===== src/rtl/imem_loader.sv =====
// Boot-time instruction-memory loader: turns a length-prefixed, XOR-checksummed
// byte stream into 32-bit word writes and releases the core only after a verified image.
module imem_loader #(
    parameter int ADDR_WIDTH = 8,
    parameter int MAX_WORDS  = 256
) (
    input  logic                  clk,
    input  logic                  rst,
    input  logic                  in_valid,
    input  logic [7:0]            in_data,
    output logic                  in_ready,
    output logic                  imem_we,
    output logic [ADDR_WIDTH-1:0] imem_addr,
    output logic [31:0]           imem_wdata,
    output logic                  core_rst,
    output logic                  done,
    output logic                  err
);

    // Handshake: a byte moves on a rising edge where in_valid && in_ready.
    // in_ready depends only on state, never on in_valid.
    typedef enum logic [2:0] {HDR0, HDR1, DATA, CSUM, DONE, ERR} state_t;

    localparam logic [16:0] MAX_N = 17'(MAX_WORDS);

    state_t      state, state_nxt;
    logic [7:0]  n_lo;
    logic [15:0] n_words;
    logic [15:0] word_cnt;
    logic [1:0]  byte_cnt;
    logic [7:0]  csum;
    logic [23:0] shreg;
    logic        we_q;
    logic        xfer;
    logic        last_word;
    logic [16:0] n_full;

    always_comb begin
        state_nxt = state;
        in_ready  = (state == HDR0) || (state == HDR1) || (state == DATA) || (state == CSUM);
        xfer      = in_valid && in_ready;
        n_full    = {1'b0, in_data, n_lo};
        last_word = ((word_cnt + 16'd1) == n_words);
        case (state)
            HDR0: if (xfer) state_nxt = HDR1;
            HDR1: if (xfer) begin
                if (n_full > MAX_N)       state_nxt = ERR;
                else if (n_full == 17'd0) state_nxt = CSUM;
                else                      state_nxt = DATA;
            end
            DATA: if (xfer && (byte_cnt == 2'd3) && last_word) state_nxt = CSUM;
            CSUM: if (xfer) state_nxt = (in_data == csum) ? DONE : ERR;
            default: state_nxt = state;
        endcase
        core_rst = (state != DONE);
        done     = (state == DONE);
        err      = (state == ERR);
        // A write registered just before reset must not reach the memory.
        imem_we  = we_q && !rst;
    end

    always_ff @(posedge clk) begin
        if (rst) begin
            state      <= HDR0;
            n_lo       <= '0;
            n_words    <= '0;
            word_cnt   <= '0;
            byte_cnt   <= '0;
            csum       <= '0;
            shreg      <= '0;
            we_q       <= 1'b0;
            imem_addr  <= '0;
            imem_wdata <= '0;
        end else begin
            state <= state_nxt;
            we_q  <= 1'b0;
            if (xfer) begin
                case (state)
                    HDR0: n_lo    <= in_data;
                    HDR1: n_words <= {in_data, n_lo};
                    DATA: begin
                        csum     <= csum ^ in_data;
                        byte_cnt <= byte_cnt + 2'd1;
                        case (byte_cnt)
                            2'd0: shreg[7:0]   <= in_data;
                            2'd1: shreg[15:8]  <= in_data;
                            2'd2: shreg[23:16] <= in_data;
                            default: begin
                                imem_wdata <= {in_data, shreg};
                                imem_addr  <= word_cnt[ADDR_WIDTH-1:0];
                                we_q       <= 1'b1;
                                word_cnt   <= word_cnt + 16'd1;
                            end
                        endcase
                    end
                    default: ;
                endcase
            end
        end
    end

endmodule

===== config.mk =====
export PLATFORM = sky130hd
export DESIGN_NAME = imem_loader
export DESIGN_NICKNAME = d
export VERILOG_FILES = /design/src/rtl/imem_loader.sv
export SDC_FILE = /design/constraint.sdc
export NUM_CORES = 1
export LEC_CHECK = 0
export ABC_AREA = 1
export BUFFER_PORTS_ARGS = -buffer_cell sky130_fd_sc_hd__buf_4
export CORE_AREA = 2 2 105 107
export CTS_CLUSTER_SIZE = 28
export DETAILED_ROUTE_END_ITERATION = 10
export DIE_AREA = 0 0 107 109
export PLACE_DENSITY = 0.69
export SLEW_MARGIN = 20
export SYNTH_ARGS = -nofsm -noshare
export SYNTH_HDL_FRONTEND = slang
export SYNTH_SLANG_ARGS = --single-unit

===== constraint.sdc =====
create_clock -name clk -period 2.85 [get_ports clk]
set_input_delay 0.285 -clock clk [delete_from_list [all_inputs] [get_ports clk]]
set_output_delay 0.285 -clock clk [all_outputs]
set_load 0.005 [all_outputs]

After elaboration in Yosys (flattened, before gate mapping)
Index checks and enable logic that the tools add are counted.

storage, ports and cells
  bits in registers = 118
  bits in latches = 0
  bits in writable memories = 0
  ROM bits = 0
  output and inout bits = 45
  logic and storage cells = 65
  memories = 0

operators by class
  $add $sub $neg = 2
  $mul = 0
  divide/modulo/power cells = 0
  magnitude comparators = 1
  equality and inequality tests = 15
  shift operators = 0
  muxes and demuxes = 9
  bitwise logic cells = 4
  reduce and logical (&&, ||, !) cells = 22

operator list
  operator               number
  $add 16x1->16 const B  1
  $eq 16x16->1           1
  $gt 16x9->1 const B    1
  $logic_not 16->1       1
  $mux 3                 5
  $pmux 3 s4             1
  $reduce_and 3->1       4
  $eq 8x8->1             1
  $xor 8x8->8            1
  $eq 3x2->1 const B     2
  $eq 3x3->1 const B     2
  $ne 2x2->1 const B     3
  $reduce_and 2->1       3
  $reduce_or 3->1        2
  $reduce_and 5->1       1
  $eq 2x2->1 const B     2
  $logic_and 1x1->1      4
  $reduce_bool 4->1      1
  $eq 3x1->1 const B     1
  $logic_not 3->1        1
  $logic_or 1x1->1       3
  $mux 1                 3
  $ne 3x3->1 const B     1
  $not 1->1              3
  5 further kinds        5

Longest topological paths before layout
Gate-level depths: netlist of the first run.

  word-level depth = 9
  gate-level depth with buffers = 16

Worst setup path before layout of the first run
No wires, ideal clock.

  path type = register to register
  start = reg word_cnt[0]
  end = reg state[0]
  arrival time = 1.647 ns
  data required time = 2.738 ns
  setup slack = 1.091 ns
  stages on the path, launching flop included = 17
  period minus slack after synthesis = 1.759 ns
  cells stage by stage = dfxtp_1 -> ha_1 -> nand2_1 -> nor2_4 -> nand2_2 -> nand2_2 -> nand2_2 -> nand2_1 -> nand2_1 -> nor2_2 -> nand2_1 -> nor2_2 -> nand3_2 -> nand2_2 -> inv_1 -> nor2_1 -> nor2_1

between the ends
  longest elaborated chain between the ends = 5

RTL lines
  element                            line  text
  start, declared                    29    logic [15:0] word_cnt;
  start signal, assigned             92    word_cnt <= word_cnt + 16'd1;
  $add 16x1->16                      43    last_word = ((word_cnt + 16'd1) == n_words);
  $eq 16x16->1                       43
  $logic_and 1x1->1                  51    DATA: if (xfer && (byte_cnt == 2'd3) && last_word) state_nxt = CSUM;
  $ne 2x1->1 (no source line)        -
  $reduce_and 5->1 (no source line)  -
  end signal, assigned               75    state <= state_nxt;
  end, declared                      26    state_t state, state_nxt;

No other way between the ends.
A chain may end at the register's enable or synchronous reset.

Worst setup path after layout of the first run
Same ends and word-level chain as after synthesis.

==> results of run 1 <==
## worst max-delay path, stage by stage, from the launching register on
cell and delay, ns:
dfxtp_1 0.36, ha_1 0.31, inv_1 0.05, nand2_1 0.09, nand2_1 0.06, nor2_1 0.17
nand2_1 0.07, nor2_1 0.11, nand3_1 0.08, nor2_1 0.09, nand2_1 0.06, nor2_1 0.11
nand3_2 0.12, nand2_2 0.10, inv_1 0.05, nor2_1 0.08, nor2_1 0.04
## logic make-up after synthesis
logic type / count (synthesis) / share of synthesized area
AOI/OAI and AO/OA: 181 / 0.181
xor gates and xnor gates: 10 / 0.0196
adders and majority gates: 6 / 0.0145
buffers and inverters: 113 / 0.0847
DFF: 118 / 0.457
and+or+nand+nor: 287 / 0.243
## placed cells by master, fill, tap and decap left out, types with 2 or more instances in the layout
cell type,Yosys,final
xnor2_1,4,4
clkinvlp_4,0,3
clkinv_2,0,3
nand2_2,7,7
nand3b_1,5,5
dfxtp_1,118,118
inv_2,3,4
clkbuf_8,0,3
nor3_1,2,2
buf_4,0,63
clkbuf_16,0,16
o21ai_0,94,94
xor2_1,5,5
nand4_1,6,6
inv_1,71,70
nor2_2,4,4
nand3_1,44,44
a21oi_1,75,75
nor2_4,5,5
nand2_1,100,100
nand3_2,2,2
ha_1,6,6
a211oi_1,2,2
o21ai_1,2,2
bufinv_16,0,4
o211ai_1,4,4
nor2_1,110,110
## power breakdown
| part | total, W | switching, W | internal, W | leakage [nW] |
|---|---|---|---|---|
| Clock | 0.00222 | 0.000759 | 0.00146 | 0.297 |
| Combinational | 0.000283 | 0.000188 | 0.0000952 | 1.42 |
| Sequential | 0.00174 | 0.0000364 | 0.00170 | 0.955 |
## sequential cells by signal (all words and copies together), names as in the netlist
| signal | flops |
|---|---|
| we_q | 1 |
| csum | 8 |
| state | 3 |
| n_words | 16 |
| byte_cnt | 2 |
| imem_wdata | 32 |
| word_cnt | 16 |
| shreg | 24 |
| n_lo | 8 |
| imem_addr | 8 |
## cell type report
type	instances	area [um^2]	share of cell area
Tap cell	140	175	0.0279
Sequential cell	118	2360	0.376
Clock buffer	20	445	0.0709
Timing Repair Buffer	63	473	0.0753
Inverter	74	278	0.0442
Multi-Input combinational cell	484	2370	0.377
Clock inverter	12	175	0.0279
## per-stage QoR
stage          utilization  area [um^2]
3_5_place_dp         0.534         5660
6_report             0.592         6280
3_3_place_gp         0.534         5660
4_1_cts              0.592         6280
2_1_floorplan            -         5170
5_1_grt              0.592         6280
## worst max-delay path by stage
stage | from | cells after the start | endpoint | slack [ns]
global route | word_cnt[0] | 16 | state[0] | 0.55
CTS | word_cnt[0] | 16 | state[0] | 0.81
finish | word_cnt[0] | 16 | state[0] | 0.79
global placement | word_cnt[0] | 16 | state[1] | 0.85
detailed placement | word_cnt[0] | 16 | state[0] | 0.84
floorplan | word_cnt[0] | 16 | state[0] | 1.09
## metal layers
metal	GRT usage	vias up
met5	0	-
met4	0.0844	0
met3	0.0520	20
met2	0.368	139
met1	0.304	2193
li1	-	2408
==> flow_metrics.tcl, run 1 <==
set metrics [dict create \
    cts_num_sinks 118 \
    dr_wl_met3_um 763 \
    antenna_found_initial 0 \
    worstHoldStart "in_data[1]" \
    synthFlopType "dfxtp_1" \
    worstMarginPinSlew_ns 0.612 \
    synth_edf_count 0 \
    synthDistinctLibCells 31 \
    hold_path.class "in -> reg" \
    dieArea_um2 11700 \
    fin_crit_ns 2.06 \
    rsz0062_at_grt "false" \
    coreArea_um2 10600 \
    rows 38 \
    setup-violations-final 0 \
    via_per_inst 5.23 \
    min_period_over_period 0.724 \
    place_ws_ns 0.844 \
    r2r_start "word_cnt[0]" \
    clk_latency_ns 0.52 \
    routedWlPerCell_um 13.9 \
    hold_viol 0 \
    max_cap_viol_count 0 \
    io_pins 56 \
    diodes 0 \
    ctsResizeCount 0 \
    min_to "shreg[1]" \
    fp.dieH_um 109 \
    syn_area_um2 5170 \
    first_global_vias 4311 \
    hold_depth 3 \
    p_total_w 0.00425 \
    fin_nets 775 \
    final-instance-count-excl-fill 911 \
    maxSlewViolCount 0 \
    r2r_end "state[0]" \
    avgSynthCellArea_um2 7.23 \
    wl_met2_um 5790 \
    tritoncts "done" \
    dieWidth_um 107 \
    initial_core_util 0.488 \
    cts_setup_buffers 0 \
    dp.cells 879 \
    htree_levels 4 \
    max_slew_margin 0.590 \
    leakagePower_nw 2.67 \
    area_delta_synth_final_pct 21.4 \
    layout-drive-gt1-share 0.154 \
    synth_top_area_cell "dfxtp_1" \
    ys_ff_latch 118 \
    cts_made_buffers 17 \
    final.setup.tns_ns 0 \
    powerDensity_nw_per_um2 676 \
    netlist_top_cells_count "dfxtp_1, nor2_1, nand2_1" \
    synth_most_common_cell "dfxtp_1" \
    skew_ns 0.00837 \
    grt_max_degree 46 \
    grt_usage 0.229 \
    arrival_ns 2.48 \
    port_buffers 55 \
    yosys_warnings 0 \
    highest_layer "met4" \
    status "completed" \
    whs_ns 0.0924 \
    ir_drop_mv 0.390 \
    async_flop_share 0 \
    crit_fanout 6 \
    ctsHoldBuffers 0 \
    drt_first_pass_iters 5 \
    synth_area_leaders "dfxtp_1, o21ai_0, nor2_1" \
    ys_seq_area_frac 0.457 \
    wirelength_met1_um 5980 \
    cp-start-kind "flip-flop" \
    crit_required_ns 3.26 \
    fmax_mhz 484 \
    grt_overflow_total 0 \
    gp_congestion 0.906 \
    ctsRootBufferMaster "clkbuf_8" \
    netlist.area_leader.share 0.457 \
    cp-end-kind "flip-flop" \
    cts_max_path_buffers 2 \
    drt-initial-drc-count 337 \
    drc 0 \
    reg2reg_slack_ns 0.79 \
    path_clk_slew_ns 0.06 \
    drt-total-wl_um 12700 \
    setup_ws_ns 0.786 \
    syn_inst 715 \
    hpwl_um 8570 \
    nFillCells 961 \
    vias 4760 \
    critPathKind "reg -> reg" \
    drtAntennaViolNets 0 \
    synth_fp_nets 732 \
    grt_pass1_wl_um 20800 \
    r2r_cells 16 \
]
Note: power is estimated with default switching activity, not from simulation.
==> run 2: changes to the inputs <==
--- a/config.mk
+++ b/config.mk
@@ -11,7 +11,7 @@
 export CTS_CLUSTER_SIZE = 28
 export DETAILED_ROUTE_END_ITERATION = 10
 export DIE_AREA = 0 0 107 109
-export PLACE_DENSITY = 0.69
+export PLACE_DENSITY = 0.71
 export SLEW_MARGIN = 20
 export SYNTH_ARGS = -nofsm -noshare
 export SYNTH_HDL_FRONTEND = slang
==> constraint.sdc (replaced) <==
create_clock -name clk -period 1.8 [get_ports clk]
set_input_delay 0.18 -clock clk [delete_from_list [all_inputs] [get_ports clk]]
set_output_delay 0.18 -clock clk [all_outputs]
set_load 0.005 [all_outputs]
==> run 2 against run 1 <==
- the flow now finishes with violations (negative setup slack)
- non-clock buffer count is 19 higher
- clock-buffer cell count grew 1
- clock skew is 0.0012 ns lower
- fmax rose by 7.9%
- register-to-register slack worse by 0.90 ns
- die area did not move
- power up 58%
- flip-flop and latch count unchanged
- global-route usage increased by 1.0 points
- setup slack worse by 0.90 ns
- critical path type unchanged
- largest power group unchanged
==> flow_metrics.tcl, run 2 (synthesis gave the netlist of run 1 again) <==
set metrics [dict create \
    setup-violations-final 3 \
    fin_crit_ns 1.91 \
    arrival_ns 2.33 \
    crit_fanout 3 \
    largestRegisters "imem_wdata x32, shreg x24" \
    critPathKind "reg -> reg" \
    drt-initial-drc-count 353 \
    routedWlPerCell_um 14.3 \
    fmax_mhz 523 \
    min_to "shreg[23]" \
    leakagePower_nw 2.79 \
    violations "negative setup slack" \
    cts_num_sinks 118 \
    design_area_um2 6540 \
    power.share.clock 0.516 \
    initial_core_util 0.488 \
    setup_ws_ns -0.113 \
    area_delta_synth_final_pct 26.5 \
    r2r_cells 14 \
    gp_congestion 0.877 \
    layout-drive-gt1-share 0.206 \
    coreArea_um2 10600 \
    first_global_vias 4582 \
    antenna_found_initial 0 \
    rows 38 \
    r2r_start "word_cnt[0]" \
    powerDensity_nw_per_um2 1030 \
    crit_path_top_delay_cell "dfxtp_2" \
    grt_max_degree 51 \
    netSwitchingFraction 0.230 \
    cts_max_path_buffers 2 \
    path_clk_slew_ns 0.06 \
    cts_made_buffers 17 \
    dieWidth_um 107 \
    hold_viol 0 \
    clk_latency_ns 0.52 \
    vias 4917 \
    dpl-instance-area_um2 5770 \
    rsz0062_at_grt "true" \
    hpwl_um 8570 \
    worstPathCellList "ha_4 > nand3_2 > o21ai_1 > nand2_1 > nand2_1 > nand2_1 > nor2_1 > nand2_2 > nor2_4 > nand3_2 > nand2_2 > inv_2 > nor2_4 > nor2_2" \
    p_int_w 0.00517 \
    final_util 0.617 \
    ctsRootBufferMaster "clkbuf_8" \
    worstMarginPinSlew_ns 0.575 \
    r2r_end "state[0]" \
    drtAntennaViolNets 0 \
    drc 0 \
    reg2reg_slack_ns -0.11 \
    drt_first_pass_iters 5 \
    status "complete, but fails checks" \
    worst_path_most_repeated_cell "nand2_1" \
    seq_power_share 0.409 \
    hold_path.class "in -> reg" \
    grt_usage 0.239 \
    maxSlewViolCount 0 \
    io_pins 56 \
    fin_nets 794 \
    diodes 0 \
    dieArea_um2 11700 \
    via_per_inst 5.30 \
    largest-register "imem_wdata" \
    crit_required_ns 2.22 \
    port_buffers 55 \
    tritoncts "done" \
    p_switching_w 0.00155 \
    grt_pass1_wl_um 21800 \
    cp-start-kind "flip-flop" \
    cp-end-kind "flip-flop" \
    mostFrequentLayoutCell "dfxtp_1" \
    p_comb_frac 0.075 \
    ir_drop_mv 0.695 \
    whs_ns 0.0193 \
    max_slew_margin 0.616 \
    grt_overflow_total 0 \
    mostFrequentLayoutCells "dfxtp_1, nor2_1, o21ai_0, nand2_1, buf_4" \
    max_cap_viol_count 0 \
    worstHoldStart "in_data[7]" \
    skew_ns 0.00721 \
    slowest_delay_ns 0.36 \
    min_period_over_period 1.06 \
    hold_depth 3 \
    htree_levels 4 \
    largest_reg_flops 32 \
    drt-total-wl_um 13300 \
    fp.dieH_um 109 \
]
[run 2: cell count changes in the layout (fill, tap and decap cells not counted), sizes merged]
cell	delta
buf	+17
clkbuf	+1
clkinvlp	-2
dlygate4sd3	+2
inv	-1
[run 2: how the worst max path moves through the flow]
stage,start,to,slack [ns],cells past startpoint
3_3_place_gp,word_cnt[0],state[1],-0.03,12
3_5_place_dp,word_cnt[0],state[0],-0.17,16
4_1_cts,word_cnt[1],state[0],-0.11,16
5_1_grt,word_cnt[0],state[1],-0.27,16
2_1_floorplan,word_cnt[0],state[0],0.04,16
6_report,word_cnt[0],state[0],-0.11,14
[run 2: metrics by stage]
stage	total power (W)	TNS, ns	std cells	worst slack, ns
floorplan	0.00311	0	715	0.0409
global placement	0.00325	-0.0580	892	-0.0299
detailed placement	0.00327	-0.361	892	-0.166
CTS	0.00671	-0.251	926	-0.113
global route	0.00694	-0.793	928	-0.269
finish	0.00672	-0.267	928	-0.113
[run 2: worst max-delay path: cells and delay by family, from the launching register on]
| family | cells | cell delay, ns |
|---|---|---|
| fa+ha+maj | 1 | 0.17 |
| simple gates | 11 | 1.01 |
| buf+inv | 1 | 0.06 |
| flops | 1 | 0.36 |
| compound gates | 1 | 0.21 |
[run 2: per-layer routing]
layer,track usage,up-vias,share of wire
li1,-,2443,-
met2,0.389,154,0.48
met1,0.294,2284,0.44
met5,0,-,0
met4,0.109,0,0.026
met3,0.0717,36,0.058
[run 2: layout make-up]
type	count	area [um^2]
Tap cell	140	175
Sequential cell	118	2370
Inverter	74	278
Timing Repair Buffer	82	641
Multi-Input combinational cell	484	2480
Clock inverter	9	151
Fill cell	920	4060
Clock buffer	21	449
[run 2: timing repair]
item / 4_1_cts / 5_1_grt
pin swaps: 13 / 17
endpoints found under the setup margin: 3 / 83
buffers inserted: 2 / 2
endpoints found under the hold margin: 4 / 0
hold buffers: 2 / 0
resized for setup: 17 / 24
[run 2: power by group through the flow]
stage,sequential [W],combinational [W],clock (W)
2_1_floorplan,0.00279,0.000319,0
3_3_place_gp,0.00280,0.000451,0
3_5_place_dp,0.00280,0.000469,0
4_1_cts,0.00275,0.000478,0.00348
5_1_grt,0.00276,0.000562,0.00361
6_report,0.00275,0.000501,0.00347
==> run 3: changes to the inputs <==
==> constraint.sdc (replaced) <==
create_clock -name clk -period 1.8 [get_ports clk]
set_input_delay 0.09 -clock clk [delete_from_list [all_inputs] [get_ports clk]]
set_output_delay 0.09 -clock clk [all_outputs]
set_load 0.005 [all_outputs]
==> run 3 against run 2 <==
- the flow still finishes with violations (negative setup slack)
- global-route usage up 0.40 points
- clock-buffer cell count down 1
- cell count up 1.3%
- final area grew 1.1%
- largest cell class unchanged
- clock skew is 0.0015 ns higher
- wire length rose by 1.0%
- critical path depth stayed put
- setup slack got worse by 0.015 ns
- sequential share of layout area is 0.33 points lower
- combinational power is 2% higher
- power fell by 1.8%
- die area unchanged
==> flow_metrics.tcl, run 3 (synthesis gave the netlist of run 1 again) <==
set metrics [dict create \
    status "complete, but fails checks" \
    violations "negative setup slack" \
    clk_latency_ns 0.52 \
    tritoncts "done" \
    final-instance-count-excl-fill 940 \
    min_period_over_period 1.07 \
    mostFrequentLayoutCells "dfxtp_1, nor2_1, nand2_1, o21ai_0, buf_4" \
    cts_max_path_buffers 2 \
    coreArea_um2 10600 \
    diodes 0 \
    cts_made_buffers 17 \
    dieWidth_um 107 \
    leakagePower_nw 2.82 \
    largest-register "imem_wdata" \
    final_util 0.623 \
    drt_first_pass_iters 5 \
    area_delta_synth_final_pct 27.8 \
    first_global_vias 4722 \
    worst_path_most_repeated_cell "nand2_1" \
    r2r_start "word_cnt[0]" \
    drtAntennaViolNets 0 \
    largestRegisters "imem_wdata x32, shreg x24" \
    critPathKind "reg -> reg" \
    drc 0 \
    dieArea_um2 11700 \
    io_pins 56 \
    hpwl_um 8780 \
    largest_reg_flops 32 \
    ctsRootBufferMaster "clkbuf_8" \
    rsz0062_at_grt "true" \
    htree_levels 4 \
    grt_pass1_wl_um 22200 \
    arrival_ns 2.34 \
    antenna_found_initial 0 \
    routedWlPerCell_um 14.3 \
    max_slew_margin 0.620 \
    fp.dieH_um 109 \
    fin_nets 804 \
    crit_fanout 6 \
    grt_usage 0.243 \
    vias 4929 \
    dp.cells 895 \
    max_cap_viol_count 0 \
    maxSlewViolCount 0 \
    cp-start-kind "flip-flop" \
    crit_path_top_delay_cell "dfxtp_4" \
    path_clk_slew_ns 0.06 \
    grt_max_degree 56 \
    hold_path.class "reg -> reg" \
    worstPathCellList "ha_4 > nand2_4 > nor2_4 > nand4_1 > nand2_1 > nand2_1 > nand2_1 > nand2_1 > nor2_2 > nand3_2 > nand2_2 > inv_2 > nor2_2 > nor2_1" \
    ir_drop_mv 0.613 \
    setup_ws_ns -0.128 \
    layout-drive-gt1-share 0.203 \
    slowest_delay_ns 0.37 \
    worstHoldStart "shreg[21]" \
    setup-violations-final 3 \
    nFillCells 928 \
    crit_required_ns 2.21 \
    grt_overflow_total 0 \
    port_buffers 55 \
    fin_crit_ns 1.93 \
    worstMarginPinSlew_ns 0.569 \
    hold_viol 0 \
    cts_num_sinks 118 \
    drt-total-wl_um 13400 \
    fmax_mhz 519 \
    initial_core_util 0.488 \
    rows 38 \
    gp_congestion 0.876 \
    powerDensity_nw_per_um2 998 \
    whs_ns 0.458 \
    critPathLaunch "word_cnt[0]" \
    mostFrequentLayoutCell "dfxtp_1" \
    skew_ns 0.00866 \
    cp-end-kind "flip-flop" \
    via_per_inst 5.24 \
    drt-initial-drc-count 218 \
]
[run 3: cell types whose count changed in the layout (fill, tap and decap cells not counted), sizes merged]
| cell | before | now |
|---|---|---|
| buf | 80 | 82 |
| bufinv | 4 | 3 |
| clkbuf | 21 | 20 |
| clkinv | 4 | 6 |
| clkinvlp | 1 | 3 |
| dlygate4sd3 | 2 | 10 |
[run 3: routing by layer]
layer	global-route usage	vias up	routed length (um)
met2	0.407	136	6570
met1	0.295	2295	5830
met4	0.0937	0	263
met3	0.0747	26	772
li1	-	2472	-
met5	0	-	0
[run 3: where the power goes]
| group | switching, W | total [W] | internal, W |
|---|---|---|---|
| clock | 0.00120 | 0.00334 | 0.00214 |
| combinational | 0.000322 | 0.000509 | 0.000187 |
| sequential | 0.0000535 | 0.00275 | 0.00269 |
[run 3: worst paths after layout]
| kind | slack [ns] | depth (start not counted) | end |
|---|---|---|---|
| hold reg to reg | 0.46 | 2 | imem_wdata[21] |
| hold / removal | 0.46 | 2 | imem_wdata[21] |
| setup / recovery | -0.13 | 14 | state[1] |
| setup reg to reg | -0.13 | 14 | state[1] |
[run 3: final cells by class]
cell class / count / area (um^2) / share of cell area
repair buffers: 92 / 748 / 0.113
clock buffers: 20 / 435 / 0.0659
flip-flops and latches: 118 / 2370 / 0.359
clock inverters: 12 / 154 / 0.0233
well taps: 140 / 175 / 0.0265
multi-input cells: 484 / 2450 / 0.370
inverters: 74 / 278 / 0.0420
[run 3: critical path, delay by kind of cell (launching register included)]
kind                     cells  cell delay (ns)
adder cells (fa/ha/maj)      1             0.17
buffers and inverters        1             0.05
flip-flops                   1             0.37
AND/OR/NAND/NOR             12             1.23
[run 3: stage by stage]
| stage | area [um^2] | setup slack, ns | total power, W | setup TNS [ns] |
|---|---|---|---|---|
| finish | 6610 | -0.128 | 0.00660 | -0.311 |
| global route | 6610 | -0.303 | 0.00685 | -5.58 |
| CTS | 6540 | -0.0832 | 0.00662 | -0.196 |
| detailed placement | 5800 | -0.124 | 0.00327 | -0.292 |
| global placement | 5800 | -0.0363 | 0.00326 | -0.0711 |
| floorplan | 5170 | 0.0409 | 0.00311 | 0 |
[run 3: repair_timing]
| item | CTS | global route |
|---|---|---|
| gates resized for setup | 9 | 25 |
| endpoints found under the hold margin | 49 | 0 |
| pin swaps | 8 | 20 |
| hold buffers | 10 | 0 |
| setup endpoints to repair | 3 | 84 |
| buffers inserted | 2 | 1 |
